`src/rtl/pipelined_subtractor_if.sv`:
```
// pipelined_subtractor_if
//  Handshake and data bundle for pipelined_subtractor.
//  Upstream side:   in_valid, in_ready, a (minuend), b (subtrahend).
//  Downstream side: out_valid, out_ready, diff, borrow_out, and overflow when
//                   SUB_OVF_EN is defined.
//  Modports:
//    master - the environment: drives operands and out_ready, observes results.
//    slave  - the subtractor: accepts operands and produces results.
//  Configuration macro: SUB_OVF_EN adds the overflow signal.
interface pipelined_subtractor_if #(
    parameter int WIDTH = 32
);
    logic             in_valid;
    logic             in_ready;
    logic [WIDTH-1:0] a;
    logic [WIDTH-1:0] b;
    logic             out_valid;
    logic             out_ready;
    logic [WIDTH-1:0] diff;
    logic             borrow_out;
`ifdef SUB_OVF_EN
    logic             overflow;
`endif

    modport master (
        output in_valid,
        output a,
        output b,
        output out_ready,
        input  in_ready,
        input  out_valid,
        input  diff,
`ifdef SUB_OVF_EN
        input  overflow,
`endif
        input  borrow_out
    );

    modport slave (
        input  in_valid,
        input  a,
        input  b,
        input  out_ready,
        output in_ready,
        output out_valid,
        output diff,
`ifdef SUB_OVF_EN
        output overflow,
`endif
        output borrow_out
    );
endinterface

```
`src/rtl/pipelined_subtractor.sv`:
```
// pipelined_subtractor
//  Two-stage pipelined WIDTH-bit subtractor: diff = (a - b) mod 2^WIDTH, with
//  borrow_out = 1 when a < b (unsigned). Stage 1 subtracts the low SPLIT bits
//  and registers the borrow; stage 2 subtracts the high bits using that
//  registered borrow. Valid/ready handshake on both sides, full backpressure,
//  at most two results in flight, 2-cycle latency, 1 result/cycle throughput.
//  Ports:
//    clk    - single clock, rising edge
//    rst_n  - synchronous reset, active low
//    bus    - pipelined_subtractor_if.slave (operands in, results out)
//  Configuration macro: SUB_OVF_EN adds a registered signed-overflow output.
module pipelined_subtractor #(
    parameter int WIDTH = 32,
    parameter int SPLIT = 16
) (
    input  logic                   clk,
    input  logic                   rst_n,
    pipelined_subtractor_if.slave  bus
);
    localparam int HI = WIDTH - SPLIT;

    // Stage 1 state
    logic             s1_valid_r;
    logic [SPLIT-1:0] lo_r;
    logic             lo_borrow_r;
    logic [HI-1:0]    a_hi_r;
    logic [HI-1:0]    b_hi_r;
`ifdef SUB_OVF_EN
    logic             a_msb_r;
    logic             b_msb_r;
    logic             overflow_r;
`endif

    // Stage 2 (output) state
    logic             out_valid_r;
    logic [WIDTH-1:0] diff_r;
    logic             borrow_r;

    // Handshake and arithmetic terms
    logic             s2_load_s;
    logic             in_ready_s;
    logic             accept_s;
    logic [SPLIT:0]   lo_sum_s;
    logic [HI:0]      hi_sum_s;

    // Stage 2 can take stage 1 whenever the output slot is empty or draining.
    assign s2_load_s  = s1_valid_r && (!out_valid_r || bus.out_ready);
    assign in_ready_s = !s1_valid_r || s2_load_s;
    assign accept_s   = bus.in_valid && in_ready_s;

    // The extra MSB of each extended subtraction is the borrow out of that half.
    assign lo_sum_s = {1'b0, bus.a[SPLIT-1:0]} - {1'b0, bus.b[SPLIT-1:0]};
    assign hi_sum_s = {1'b0, a_hi_r} - {1'b0, b_hi_r} - {{HI{1'b0}}, lo_borrow_r};

    // Stage 1: capture low-half difference and high-half operands on accept.
    always_ff @(posedge clk) begin
        if (!rst_n) begin
            s1_valid_r  <= 1'b0;
            lo_r        <= {SPLIT{1'b0}};
            lo_borrow_r <= 1'b0;
            a_hi_r      <= {HI{1'b0}};
            b_hi_r      <= {HI{1'b0}};
`ifdef SUB_OVF_EN
            a_msb_r     <= 1'b0;
            b_msb_r     <= 1'b0;
`endif
        end else if (accept_s) begin
            s1_valid_r  <= 1'b1;
            lo_r        <= lo_sum_s[SPLIT-1:0];
            lo_borrow_r <= lo_sum_s[SPLIT];
            a_hi_r      <= bus.a[WIDTH-1:SPLIT];
            b_hi_r      <= bus.b[WIDTH-1:SPLIT];
`ifdef SUB_OVF_EN
            a_msb_r     <= bus.a[WIDTH-1];
            b_msb_r     <= bus.b[WIDTH-1];
`endif
        end else if (s2_load_s) begin
            s1_valid_r  <= 1'b0;
        end else begin
            s1_valid_r  <= s1_valid_r;
        end
    end

    // Stage 2: finish the high half; results hold while stalled or idle.
    always_ff @(posedge clk) begin
        if (!rst_n) begin
            out_valid_r <= 1'b0;
            diff_r      <= {WIDTH{1'b0}};
            borrow_r    <= 1'b0;
`ifdef SUB_OVF_EN
            overflow_r  <= 1'b0;
`endif
        end else if (s2_load_s) begin
            out_valid_r <= 1'b1;
            diff_r      <= {hi_sum_s[HI-1:0], lo_r};
            borrow_r    <= hi_sum_s[HI];
`ifdef SUB_OVF_EN
            // Signed overflow: operand signs differ and result sign differs from a.
            overflow_r  <= (a_msb_r != b_msb_r) && (hi_sum_s[HI-1] != a_msb_r);
`endif
        end else if (bus.out_ready) begin
            out_valid_r <= 1'b0;
        end else begin
            out_valid_r <= out_valid_r;
        end
    end

    assign bus.in_ready   = in_ready_s;
    assign bus.out_valid  = out_valid_r;
    assign bus.diff       = diff_r;
    assign bus.borrow_out = borrow_r;
`ifdef SUB_OVF_EN
    assign bus.overflow   = overflow_r;
`endif
endmodule
```
`src/flat_wrapper.sv`:
```
// flat-port wrapper written by rule: the top's interface ports become plain ports
module pipelined_subtractor_flat 
#(
    parameter int WIDTH = 32,
    parameter int SPLIT = 16
)
  (clk, rst_n, bus_in_valid, bus_a, bus_b, bus_out_ready, bus_in_ready, bus_out_valid, bus_diff, bus_borrow_out);
  pipelined_subtractor_if #(.WIDTH(WIDTH)) bus_i ();
  input  logic clk;
  input  logic rst_n;
  input wire logic [$bits(bus_i.in_valid)-1:0] bus_in_valid;
  input wire logic [$bits(bus_i.a)-1:0] bus_a;
  input wire logic [$bits(bus_i.b)-1:0] bus_b;
  input wire logic [$bits(bus_i.out_ready)-1:0] bus_out_ready;
  output wire logic [$bits(bus_i.in_ready)-1:0] bus_in_ready;
  output wire logic [$bits(bus_i.out_valid)-1:0] bus_out_valid;
  output wire logic [$bits(bus_i.diff)-1:0] bus_diff;
  output wire logic [$bits(bus_i.borrow_out)-1:0] bus_borrow_out;
  assign bus_i.in_valid = bus_in_valid;
  assign bus_i.a = bus_a;
  assign bus_i.b = bus_b;
  assign bus_i.out_ready = bus_out_ready;
  assign bus_in_ready = bus_i.in_ready;
  assign bus_out_valid = bus_i.out_valid;
  assign bus_diff = bus_i.diff;
  assign bus_borrow_out = bus_i.borrow_out;
  pipelined_subtractor #(.WIDTH(WIDTH), .SPLIT(SPLIT)) u_core (.clk(clk), .rst_n(rst_n), .bus(bus_i));
endmodule
```
`config.mk`:
```
export PLATFORM = sky130hd
export DESIGN_NAME = pipelined_subtractor_flat
export DESIGN_NICKNAME = d
export VERILOG_FILES = /design/src/rtl/pipelined_subtractor_if.sv /design/src/rtl/pipelined_subtractor.sv /design/src/flat_wrapper.sv
export SDC_FILE = /design/constraint.sdc
export NUM_CORES = 1
export LEC_CHECK = 0
export BUFFER_PORTS_ARGS = -buffer_cell sky130_fd_sc_hd__buf_2
export CAP_MARGIN = 5
export CORE_ASPECT_RATIO = 1.5
export CORE_UTILIZATION = 45
export DETAILED_ROUTE_END_ITERATION = 6
export PLACE_DENSITY_LB_ADDON = 0.2
export SYNTH_ARGS = -nofsm -noshare
export SYNTH_HDL_FRONTEND = slang
export SYNTH_SLANG_ARGS = --single-unit
```
`constraint.sdc`:
```
create_clock -name clk -period 3.15 [get_ports clk]
set_input_delay 0.4725 -clock clk [delete_from_list [all_inputs] [get_ports clk]]
set_output_delay 0.4725 -clock clk [all_outputs]
set_load 0.05 [all_outputs]
```
==> impl_metrics.csv, run 1 <==
group,metric,value,unit
worst_setup_path,critPathSlowestCell,"fa_1",
place,io_buffers,102,
cts,cts-resized-gates,0,
floorplan,rows,46,
worst_setup_path,worstPathRequired,3.38,ns
yosys,synth_cell_types,50,
global_routing,gr-total-overflow,0,
yosys,avgSynthCellArea,8.011,sq um
cts,postCtsSetupRepairBufs,0,
worst_setup_path,crit_type,"reg2reg",
yosys,synthArstFlopShare,0,%
min_path,hp-class,"in2reg",
cells_and_area,postLayoutCoreUtil,54.70,%
routing,drc,0,
yosys,synth-seq-cells,84,
worst_setup_path,max_stage_delay,0.56,ns
cts,htreeDepth,3,
sta,final_max_slew_viol_count,0,
yosys,syn_nets,723,
routing,ant_nets,0,
sta,tightest_slew,0.6384,ns
floorplan,die_w,86.81,um
worst_setup_path,path_max_fanout,4,
routing,wl_met1,4.527,mm
worst_setup_path,crit_chain,"inv_1 -> fa_1 -> inv_1 -> ha_1 -> o21ai_0 -> a22oi_1 -> a221oi_2 -> o21ai_1 -> xnor2_1 -> o21ai_1 -> and2_1",
routing,top_layer,"met4",
worst_setup_path,start_kind,"flop",
sta,hold_violations,0,
sta,skew,0.006952,ns
floorplan,ios,103,
global_routing,grt_pass1_vias,4001,
sta,fin_tns_setup,0,ns
global_routing,track_usage,20.38,%
cells_and_area,diodes,0,
floorplan,die-area,0.01122,sq mm
global_routing,antenna_found_initial,0,
floorplan,coreArea,0.01053,sq mm
yosys,ys_warn_count,0,
sta,setup_viol,0,
place,place_congestion,0.9115,
pwr,ir_worst_vdd,303.1,uV
worst_setup_path,crit_arrival,2.83,ns
yosys,synth_edf_count,0,
sta,fin_crit,2.606,ns
routing,viasPerCell,4.939,
cts,cts_made_buffers,9,
yosys,yosysMostFrequentCell,"nand2_1",
cells_and_area,layout.nets,814,
routing,wl_per_cell,12.55,um
global_routing,grt_max_degree,37,
cells_and_area,drive_gt1_share,18.66,%
yosys,ys_seq_area_share,34.64,%
floorplan,start_util,46.09,%
floorplan,die_y,129.2,um
cells_and_area,area_delta_synth_final,18.69,%
status,status,"finished, final reports clean",
sta,timing.fmax,0.3838,GHz
yosys,synthTopCellsByArea,"dfxtp_1 35%, ha_1 12%, nand2_1 11%, a21boi_0 8.2%, inv_1 5.1%",
routing,wl_met2,5.555,mm
place,dpl.hpwl,7.917,mm
cts,holdBufCountCts,0,
cts,cts_tree,"yes",
sta,period_share,82.72,%
worst_setup_path,worstSetupEndpointType,"flop",
sta,relSlewSlack,57.29,%
pwr,cellPowerDensity,516.6,mW/mm^2
run,cap_violations,0,
cts,cts_root_buffer,"clkbuf_16",
cts,clkTransAtPathRegs,0.06,ns
yosys,synthTopCellsByCount,"141 x nand2_1, 84 x dfxtp_1, 66 x inv_1",
cts,clockBufferDepth,2,
cts,insertion_delay,0.33,ns
yosys,synth-main-ff-cell,"dfxtp_1",
yosys,synth_top_cell_area_share,34.64,%
routing,routed_wl,10.62,mm
global_routing,grt_pass1_wl,17.95,mm
yosys,synth_top_area_cell,"dfxtp_1",
cts,cts.sinks,84,
routing,drtIter0Drc,102,
yosys,synth.cell_area,0.004855,sq mm
sta,rsz0062_at_grt,"false",
yosys,synth_cells,606,
routing,vias,4178,
pwr,leakagePower,2.714,nW
worst_setup_path,reg2reg_slack,0.54,ns
routing,first_pass_iters,4,
routing,route.met3.wl,363,um
critical path: cells and delay by family (launching register included):
kind                       cells  cell delay [ns]
buffers and inverters          2             0.11
DFF                            1             0.33
adders and majority gates      2             0.73
xor gates and xnor gates       1             0.14
AOI/OAI and AO/OA              5             1.03
and+or+nand+nor                1             0.16
metrics by stage:
step | instance area, sq um | setup WS (ns) | power (W) | std cells | hold WS, ns
floorplan | 4855 | 0.8442 | 0.001829 | 606 | 0.4371
global placement | 5490 | 0.5863 | 0.002014 | 830 | 0.4466
detailed placement | 5490 | 0.5263 | 0.002030 | 830 | 0.4529
CTS | 5762 | 0.5363 | 0.003022 | 846 | 0.3689
global route | 5762 | 0.3347 | 0.003158 | 846 | 0.3754
finish | 5762 | 0.5443 | 0.002976 | 846 | 0.3830
sequential cells by signal, indices dropped and copies added, names as in the netlist:
name / flops
u_core.lo_borrow_r: 1
u_core.s1_valid_r: 1
u_core.lo_r: 16
u_core.a_hi_r: 16
u_core.bus.diff: 32
u_core.b_hi_r: 16
u_core.bus.borrow_out: 1
u_core.bus.out_valid: 1
report_power, final:
part / switching [W] / leakage [nW] / total [W] / internal [W]
registers: 0.0000410 / 0.690 / 0.00118 / 0.00114
clock network: 0.000418 / 0.129 / 0.000972 / 0.000553
logic: 0.000493 / 1.90 / 0.000824 / 0.000331
routing by layer:
metal  vias to the layer above  GRT usage (%)
met5                         -              0
met4                         0          8.922
met3                        16          4.013
met2                        76          36.41
met1                      1888          23.27
li1                       2198              -
kinds of logic after synthesis:
| logic type | after synthesis | share of synthesized area, % |
|---|---|---|
| buffers and inverters | 94 | 7.294 |
| adder cells (fa/ha/maj) | 49 | 13.09 |
| multiplexers | 4 | 0.8763 |
| AND/OR/NAND/NOR | 199 | 17.63 |
| flip-flops | 84 | 34.64 |
| XOR/XNOR | 20 | 3.608 |
| AO/OA/AOI/OAI | 156 | 22.86 |
final cells by class:
type / count / area (sq um)
sequential: 84 / 1682
clock inverter: 4 / 25.02
clock buffer: 12 / 246.5
inverter: 66 / 247.7
multi-input combinational: 428 / 2825
timing repair buffer: 108 / 555.5
fill: 1076 / 4771
tap: 144 / 180.2
cells in the final DEF, fill, tap and decap left out, drive strengths merged, types with 3 or more instances in the layout:
cell,count
dfxtp,84
o31ai,6
fa,3
o211ai,4
a21boi,54
nor2,11
o21ai,34
a31o,4
a21oi,19
a31oi,3
ha,46
o211a,5
nor2b,7
buf,108
nand3,12
nand2,141
clkbuf,12
o21a,5
and2,12
a21o,7
xor2,8
nor3,3
inv,66
xnor2,12
o31a,4
path summary, 6_finish.rpt:
kind	start	end	cells after the start
setup / recovery	u_core.b_hi_r[0]	u_core.bus.diff[29]	11
hold reg to reg	u_core.lo_r[12]	u_core.bus.diff[12]	2
setup reg to reg	u_core.b_hi_r[0]	u_core.bus.diff[29]	11
hold / removal	bus_a[28]	u_core.a_hi_r[12]	3
Power figures use the tool's default switching activity.
==> inputs of run 2 (changes only) <==
==> constraint.sdc (replaced) <==
create_clock -name clk -period 2.64 [get_ports clk]
set_input_delay 0.396 -clock clk [delete_from_list [all_inputs] [get_ports clk]]
set_output_delay 0.396 -clock clk [all_outputs]
set_load 0.05 [all_outputs]
==> run 2 against run 1 <==
Against the previous run:
- utilization grew 0.63 points
- count of clock-buffer cells in the layout stayed put
- cell area is 1.2% higher
- largest power group unchanged
- highest routed layer unchanged
==> impl_metrics.csv, run 2 (synthesis gave the netlist of run 1 again) <==
group,metric,value,unit
floorplan,start_util,46.09,%
cts,clkTransAtPathRegs,0.06,ns
cts,cts.sinks,84,
cells_and_area,largest_register_ffs,32,
routing,first_pass_iters,4,
worst_setup_path,path_max_fanout,4,
worst_setup_path,cpMostUsedCell,"o21ai_1",
pwr,leakagePower,2.751,nW
sta,skew,0.002837,ns
cells_and_area,num-fill-cells,995,
pwr,intPower,0.002547,W
global_routing,track_usage,20.67,%
routing,viasPerCell,5.006,
pwr,ir_worst_vdd,352.7,uV
pwr,switchingPower,0.001153,W
routing,ant_nets,0,
routing,routed_wl,10.68,mm
min_path,hp-class,"in2reg",
worst_setup_path,max_stage_delay,0.56,ns
floorplan,coreArea,0.01053,sq mm
sta,hold_violations,0,
pwr,pwr-share-comb,27.2,%
cts,htreeDepth,3,
worst_setup_path,crit_buf_inv,2,
cells_and_area,layout_commonest_cell,"nand2_1",
floorplan,die-area,0.01122,sq mm
routing,vias,4250,
sta,final_max_slew_viol_count,0,
cts,holdBufCountCts,0,
floorplan,die_w,86.81,um
cts,insertion_delay,0.34,ns
worst_setup_path,crit_chain,"inv_1 -> fa_1 -> inv_1 -> ha_1 -> o21ai_1 -> a22oi_2 -> a221oi_2 -> o21ai_1 -> xnor2_1 -> o21ai_1 -> and2_1",
global_routing,grt_pass1_vias,4152,
global_routing,grt_max_degree,45,
cts,clockBufferDepth,2,
pwr,switching_share,31.17,%
cells_and_area,layout_common_cells,"140 x nand2_1, 102 x buf_2, 84 x dfxtp_1",
cts,cts_tree,"yes",
place,dpl.hpwl,7.987,mm
worst_setup_path,crit_arrival,2.72,ns
cts,cts_root_buffer,"clkbuf_16",
place,place_congestion,0.9103,
pwr,power,0.003701,W
sta,rsz0062_at_grt,"false",
sta,relSlewSlack,44.16,%
cells_and_area,drive_gt1_share,19.43,%
floorplan,die_y,129.2,um
pwr,cellPowerDensity,635.0,mW/mm^2
routing,drc,0,
cts,cts_made_buffers,9,
worst_setup_path,crit_type,"reg2reg",
pwr,clkPwrFrac,34.8,%
cells_and_area,postLayoutCoreUtil,55.33,%
sta,timing.fmax,0.4024,GHz
floorplan,rows,46,
sta,setup_viol,0,
global_routing,gr-total-overflow,0,
place,io_buffers,102,
sta,fin_tns_setup,0,ns
cells_and_area,area_delta_synth_final,20.05,%
sta,fin_crit,2.485,ns
worst_setup_path,cpLargestDelayFamily,"compound AO/OA/AOI/OAI gates",
routing,wl_per_cell,12.58,um
run,cap_violations,0,
cells_and_area,diodes,0,
worst_setup_path,worstPathRequired,2.88,ns
global_routing,grt_pass1_wl,18.13,mm
worst_setup_path,start_kind,"flop",
status,status,"finished, final reports clean",
global_routing,antenna_found_initial,0,
cells_and_area,layout.nets,817,
sta,tightest_slew,0.8376,ns
worst_setup_path,critPathSlowestCell,"fa_1",
floorplan,ios,103,
routing,drtIter0Drc,118,
worst_setup_path,worstSetupEndpointType,"flop",
pwr,seq_power_share,38.0,%
sta,period_share,94.13,%
[run 2: changes by cell type in the layout (fill, tap and decap cells not counted), sizes merged]
cell	before	now
buf	108	111
bufinv	0	1
clkinvlp	2	1
[run 2: power by group through the flow]
stage	Combinational [W]	Clock, W	Sequential, W
2_1_floorplan	0.000629	0	0.00155
3_3_place_gp	0.000975	0	0.00143
3_5_place_dp	0.000993	0	0.00144
4_1_cts	0.000999	0.00132	0.00141
5_1_grt	0.00112	0.00138	0.00142
6_report	0.00101	0.00129	0.00141
[run 2: metal layers]
| metal | track usage (%) | part of all wire [%] | vias to the layer above |
|---|---|---|---|
| li1 | - | - | 2208 |
| met1 | 23.08 | 42 | 1920 |
| met2 | 36.92 | 52 | 95 |
| met3 | 4.522 | 3.7 | 27 |
| met4 | 9.608 | 2.7 | 0 |
| met5 | 0 | 0 | - |
[run 2: through the flow]
step | cell area, sq um | worst slack [ns] | hold WS, ns | instances
detailed placement | 5505 | 0.03721 | 0.4535 | 832
finish | 5828 | 0.1549 | 0.2944 | 849
floorplan | 4855 | 0.3342 | 0.4371 | 606
global route | 5828 | 0.002663 | 0.2989 | 849
CTS | 5809 | 0.02161 | 0.2852 | 848
global placement | 5505 | 0.1036 | 0.4472 | 832
[run 2: worst reg2reg max path, delay by kind of cell, from the launching register on]
kind                       cells  cell delay [ns]
AOI/OAI and AO/OA              5             0.90
adders and majority gates      2             0.73
xor gates and xnor gates       1             0.15
DFF                            1             0.33
buffers and inverters          2             0.11
and+or+nand+nor                1             0.16
[run 2: cell type report]
cell class	count	area (sq um)	share of cell area, %
multi-input cells	428	2836	48.67
flip-flops and latches	84	1682	28.85
repair buffers	111	578.1	9.918
clock buffers	12	256.5	4.401
inverters	66	247.7	4.251
well taps	144	180.2	3.091
clock inverters	4	47.55	0.8158
[run 2: worst paths after layout]
check	from	end	slack (ns)	cells after the start
setup / recovery	u_core.b_hi_r[0]	u_core.bus.diff[29]	0.15	11
hold / removal	bus_a[26]	u_core.a_hi_r[10]	0.29	3
setup reg to reg	u_core.b_hi_r[0]	u_core.bus.diff[29]	0.15	11
hold reg to reg	u_core.bus.diff[5]	u_core.bus.diff[5]	0.46	2
[run 2: repair_timing]
action	CTS	global route
buffers inserted	0	1
setup endpoints to repair	0	4
gates resized for setup	0	3
